### config.mk
export PLATFORM = sky130hd
export DESIGN_NAME = axi_fifo_o_reader
export DESIGN_NICKNAME = d
export VERILOG_FILES = /design/src/rtl/axi_fifo_o_reader.sv
export SDC_FILE = /design/constraint.sdc
export NUM_CORES = 1
export LEC_CHECK = 0
export CAP_MARGIN = 5
export CORE_AREA = 2 2 94 96
export DETAILED_ROUTE_END_ITERATION = 16
export DIE_AREA = 0 0 96 98
export PLACE_DENSITY = 0.78
export SLEW_MARGIN = 25
export SYNTH_ARGS = -nofsm -noshare
export SYNTH_HDL_FRONTEND = slang
export SYNTH_SLANG_ARGS = --single-unit
### constraint.sdc
create_clock -name rd_clk -period 3.15 [get_ports rd_clk]
set_input_delay 0.63 -clock rd_clk [delete_from_list [all_inputs] [get_ports rd_clk]]
set_output_delay 0.63 -clock rd_clk [all_outputs]
set_load 0.005 [all_outputs]
### src/rtl/axi_fifo_o_reader.sv
// axi_fifo_o_reader: drains a fixed-latency output FIFO into a valid/ready video stream
// with a small skid buffer and per-line / per-frame word counters.
module axi_fifo_o_reader #(
    parameter int DATA_WIDTH  = 32,
    parameter int RD_LATENCY  = 1,
    parameter int LINE_WORDS  = 480,
    parameter int FRAME_LINES = 1080
) (
    input  logic                  rd_clk,
    input  logic                  rd_rst,
    output logic                  fifo_rd_en,
    input  logic [DATA_WIDTH-1:0] fifo_rd_data,
    input  logic                  fifo_rd_empty,
    input  logic                  flush,
    output logic [DATA_WIDTH-1:0] m_data,
    output logic                  m_valid,
    input  logic                  m_ready,
    output logic                  m_last,
    output logic                  m_sof,
    output logic [11:0]           word_cnt,
    output logic [11:0]           line_cnt
);
    localparam int DEPTH = RD_LATENCY + 1;
    localparam int PW    = $clog2(DEPTH);
    localparam int CW    = $clog2(DEPTH + 1);

    logic [DATA_WIDTH-1:0] mem [DEPTH];
    logic [PW-1:0]         head, tail;
    logic [CW-1:0]         occ, infl_cnt;
    logic [RD_LATENCY-1:0] infl;
    logic [CW:0]           load;
    logic                  cap, pop;

    function automatic logic [PW-1:0] nxt(input logic [PW-1:0] p);
        return p == PW'(DEPTH - 1) ? '0 : p + 1'b1;
    endfunction

    assign cap     = infl[RD_LATENCY-1];
    assign m_valid = occ != '0;
    assign pop     = m_valid && m_ready;
    assign m_data  = mem[head];
    assign m_last  = m_valid && word_cnt == 12'(LINE_WORDS - 1);
    assign m_sof   = m_valid && word_cnt == '0 && line_cnt == '0;
    // A pop on this edge frees a slot, so a read may be issued into it without a bubble.
    assign load       = (CW+1)'(occ) + (CW+1)'(infl_cnt) - (CW+1)'(pop);
    assign fifo_rd_en = !fifo_rd_empty && !flush && !rd_rst && load < (CW+1)'(DEPTH);

    always_ff @(posedge rd_clk) begin
        if (rd_rst || flush) begin
            head     <= '0;
            tail     <= '0;
            occ      <= '0;
            infl     <= '0;
            infl_cnt <= '0;
            word_cnt <= '0;
            line_cnt <= '0;
        end else begin
            infl     <= (infl << 1) | RD_LATENCY'(fifo_rd_en);
            infl_cnt <= infl_cnt + CW'(fifo_rd_en) - CW'(cap);
            occ      <= occ + CW'(cap) - CW'(pop);
            if (cap)
                tail <= nxt(tail);
            if (pop) begin
                head     <= nxt(head);
                word_cnt <= m_last ? '0 : word_cnt + 1'b1;
                if (m_last)
                    line_cnt <= line_cnt == 12'(FRAME_LINES - 1) ? '0 : line_cnt + 1'b1;
            end
        end
    end

    always_ff @(posedge rd_clk) begin
        if (cap)
            mem[tail] <= fifo_rd_data;
    end
endmodule

==> results.cfg <==
[job]
max_capacitance_violation_count = 0

[pwr]
power.switching_w = 0.000483
clock_power_share_pct = 36.1
worst_ir_drop_vdd_mv = 0.188
total_power_consumption_of_the_routed_design_w = 0.00240
power_density_nw_per_um2 = 444
cell_internal_pwr_w = 0.00192
sequentialPowerShare_pct = 57.2
power.share.combinational_pct = 6.7
power_switching_share_pct = 20.1
power.leakage_nw = 1.90

[placed_design]
postPlaceCellArea_um2 = 5170
detailedPlacementHpwl_mm = 5.52
port_buffers = 96
dpl_worst_slack_ns = -0.435
gp_congestion = 0.845

[yosys]
synth.top_cells.by_area = edfxtp_1 (48%), dfxtp_1 (16%), mux2_2 (8.9%)
yosys_warnings = 0
synthDominantCellAreaShare_pct = 47.5
synth_xor_area_share_pct = 3.68
syn_area_um2 = 4040
synthesized_area_fraction_occupied_by_adder_cells_pct = 2.97
synth_top_area_cell = edfxtp_1
synth_compound_area_share_pct = 5.04
synth_cells = 303
synth_area_per_cell_um2 = 13.3
post_synth_num_cell_types = 46
yosys_most_used_dff = edfxtp_1
share_of_async_settable_or_async_resettable_flops_after_synthesis_pct = 0
synth.area.mux_share_pct = 8.91
synth_simple_gate_area_share_pct = 14.0
seq_area_frac_synth_pct = 63.4
synth_enable_flop_cells = 64
synth_nets = 349
synth.ff_latch_count = 96
synth_top_family_by_area = simple AND/OR/NAND/NOR gates

[finish]
areaGrowthSynthToFinish_pct = 33.5
register_area_um2 = 2560
multiInputGateArea_um2 = 1410
antennaDiodeCount = 0
fillerInstances = 683
commonest_non_fill_non_tap_cells_in_the_layout = clkdlybuf4s50_1 (94), edfxtp_1 (64), mux2_2 (32), dfxtp_1 (32), nor2_1 (22)
fin_nets = 455
most_common_library_cell_in_the_layout_ignoring_fill_and_taps = clkdlybuf4s50_1
drive_gt1_share_pct = 16.7
design_area_um2 = 5400

[clocking]
cts_root_buffer = clkbuf_8
clock_tree.buffer_depth = 2
cts.sink_count = 96
clk_latency_ns = 0.35
tritoncts.num_buffers = 9
clock_pin_slew_on_the_worst_setup_and_hold_paths_ns = 0.08
cts.hold.buffers_added = 0
cts_tree = built
h-tree-depth = 3

[global_routing]
grt_pass1_vias = 2722
global_route_wire_length_before_repair_mm = 12.7
grtUsageTotal_pct = 17.2
antenna_violations_before_repair = 0
largest_net_degree_at_the_start_of_global_routing = 33
grt_remaining_overflow = 0

[sta]
setup_slack_ns = 0.277
worst_slew_pin_slew_ns = 0.898
fin_skew_ns = 0.0101
finalHoldViolCount = 0
rsz_0062_raised_after_global_routing = false
timing.fmax_ghz = 0.348
setup_viol = 0
final-max-slew-violation-count = 0
post-route-min-period_ns = 2.87
fin_crit_sh_pct = 91.2
max_transition_margin_pct = 40.0

[min_path]
timing.hold.worst.class = flip-flop to flip-flop
min-delay-start = head$_SDFFE_PP0P_

[run_status]
outcome = complete, no violations

[die]
floorplan.initialDensity_pct = 47.8
floorplan.die_area_um2 = 9410
floorplan.io_pins = 97
floorplan.rows = 34
floorplan.die.width_um = 96
placeableCoreArea_um2 = 8470
die_h_um = 98

[route]
routed_wl_mm = 8.08
remaining_drc_errors = 0
drt-vias-per-instance = 5.32
drtPass1Iterations = 4
detail-route-antenna-nets = 0
dr_total_vias = 2777
wl_per_cell_um = 15.5
drtIter0Drc = 53

[setup_path]
end_kind = output port
critPathLaunch = m_ready
worst_setup_path_start_kind = input pin
timing_worst_setup_path_type = input pin to output port
cp_data_arrival_time_ns = 2.24
worst-endpoint-required_ns = 2.52
timing.rr.start = infl_cnt[1]$_SDFF_PP0_
maximum_fanout_count_along_the_critical_path = 4
ff2ff_setup_slack_ns = 0.72
[final cells by class]
cell class	count	area share (%)
clock buffer	10	2.36
sequential	96	47.5
inverter	10	0.695
timing repair buffer	106	19.1
clock inverter	6	1.67
multi-input combinational	186	26.1
tap	108	2.50
[what timing repair did]
item,in CTS,in global routing
setup endpoints to repair,1,0
buffers inserted,1,0
gates resized for setup,3,0
[kinds of logic after synthesis]
family	after synthesis
adders and majority gates	9
buffers and inverters	21
and+or+nand+nor	99
muxes	32
AOI/OAI and AO/OA	29
xor gates and xnor gates	17
DFF	96
[critical path: stages]
cell           delay [ns]
dlygate4sd2_1        0.28
xor2_1               0.17
nand2_1              0.08
fa_1                 0.38
xnor2_1              0.17
nor4b_2              0.26
dlygate4sd2_1        0.27
[metrics by stage]
step	hold slack, ns	std cells	utilization, %	TNS [ns]
CTS	0.542	522	63.8	0
detailed placement	0.500	505	61.1	-0.480
global route	0.579	522	63.8	0
floorplan	0.481	303	-	0
finish	0.533	522	63.8	0
global placement	0.495	505	61.1	-0.407
[worst paths after layout]
path / endpoint / depth (start not counted)
hold / removal: flip-flop / 2
setup reg to reg: infl_cnt[1]$_SDFF_PP0_ / 11
hold reg to reg: flip-flop / 2
setup / recovery: fifo_rd_en / 7
[routing by layer]
metal	up-vias	global-route usage (%)	wire, µm	share of wire (%)
met5	-	0	0	0
met2	84	28.1	3860	48
met4	0	4.73	97	1.2
li1	1340	-	-	-
met3	10	5.17	479	5.9
met1	1343	22.3	3640	45
[synthesized netlist by cell type, drive strengths merged, types with 6 or more instances]
cell type	count
a21oi	9
inv	10
xor2	8
ha	8
dfxtp	32
mux2	32
nand4	7
clkbuf	6
nand3	10
nor2	23
xnor2	9
nand2	18
edfxtp	64
o21ai	6
and3	11
[state kept, by name (all words and copies together), names as in the netlist, named ones only]
register / cells
cap: 1
head: 1
infl_cnt: 2
line_cnt: 12
mem: 64
occ: 2
tail: 1
word_cnt: 12
[power groups by stage]
stage	clock (W)	combinational, W	sequential [W]
floorplan	0	0.0000561	0.00140
global placement	0	0.000156	0.00140
detailed placement	0	0.000160	0.00140
CTS	0.000887	0.000163	0.00137
global route	0.000943	0.000174	0.00137
finish	0.000866	0.000161	0.00137
(Power assumes the default switching activity.)
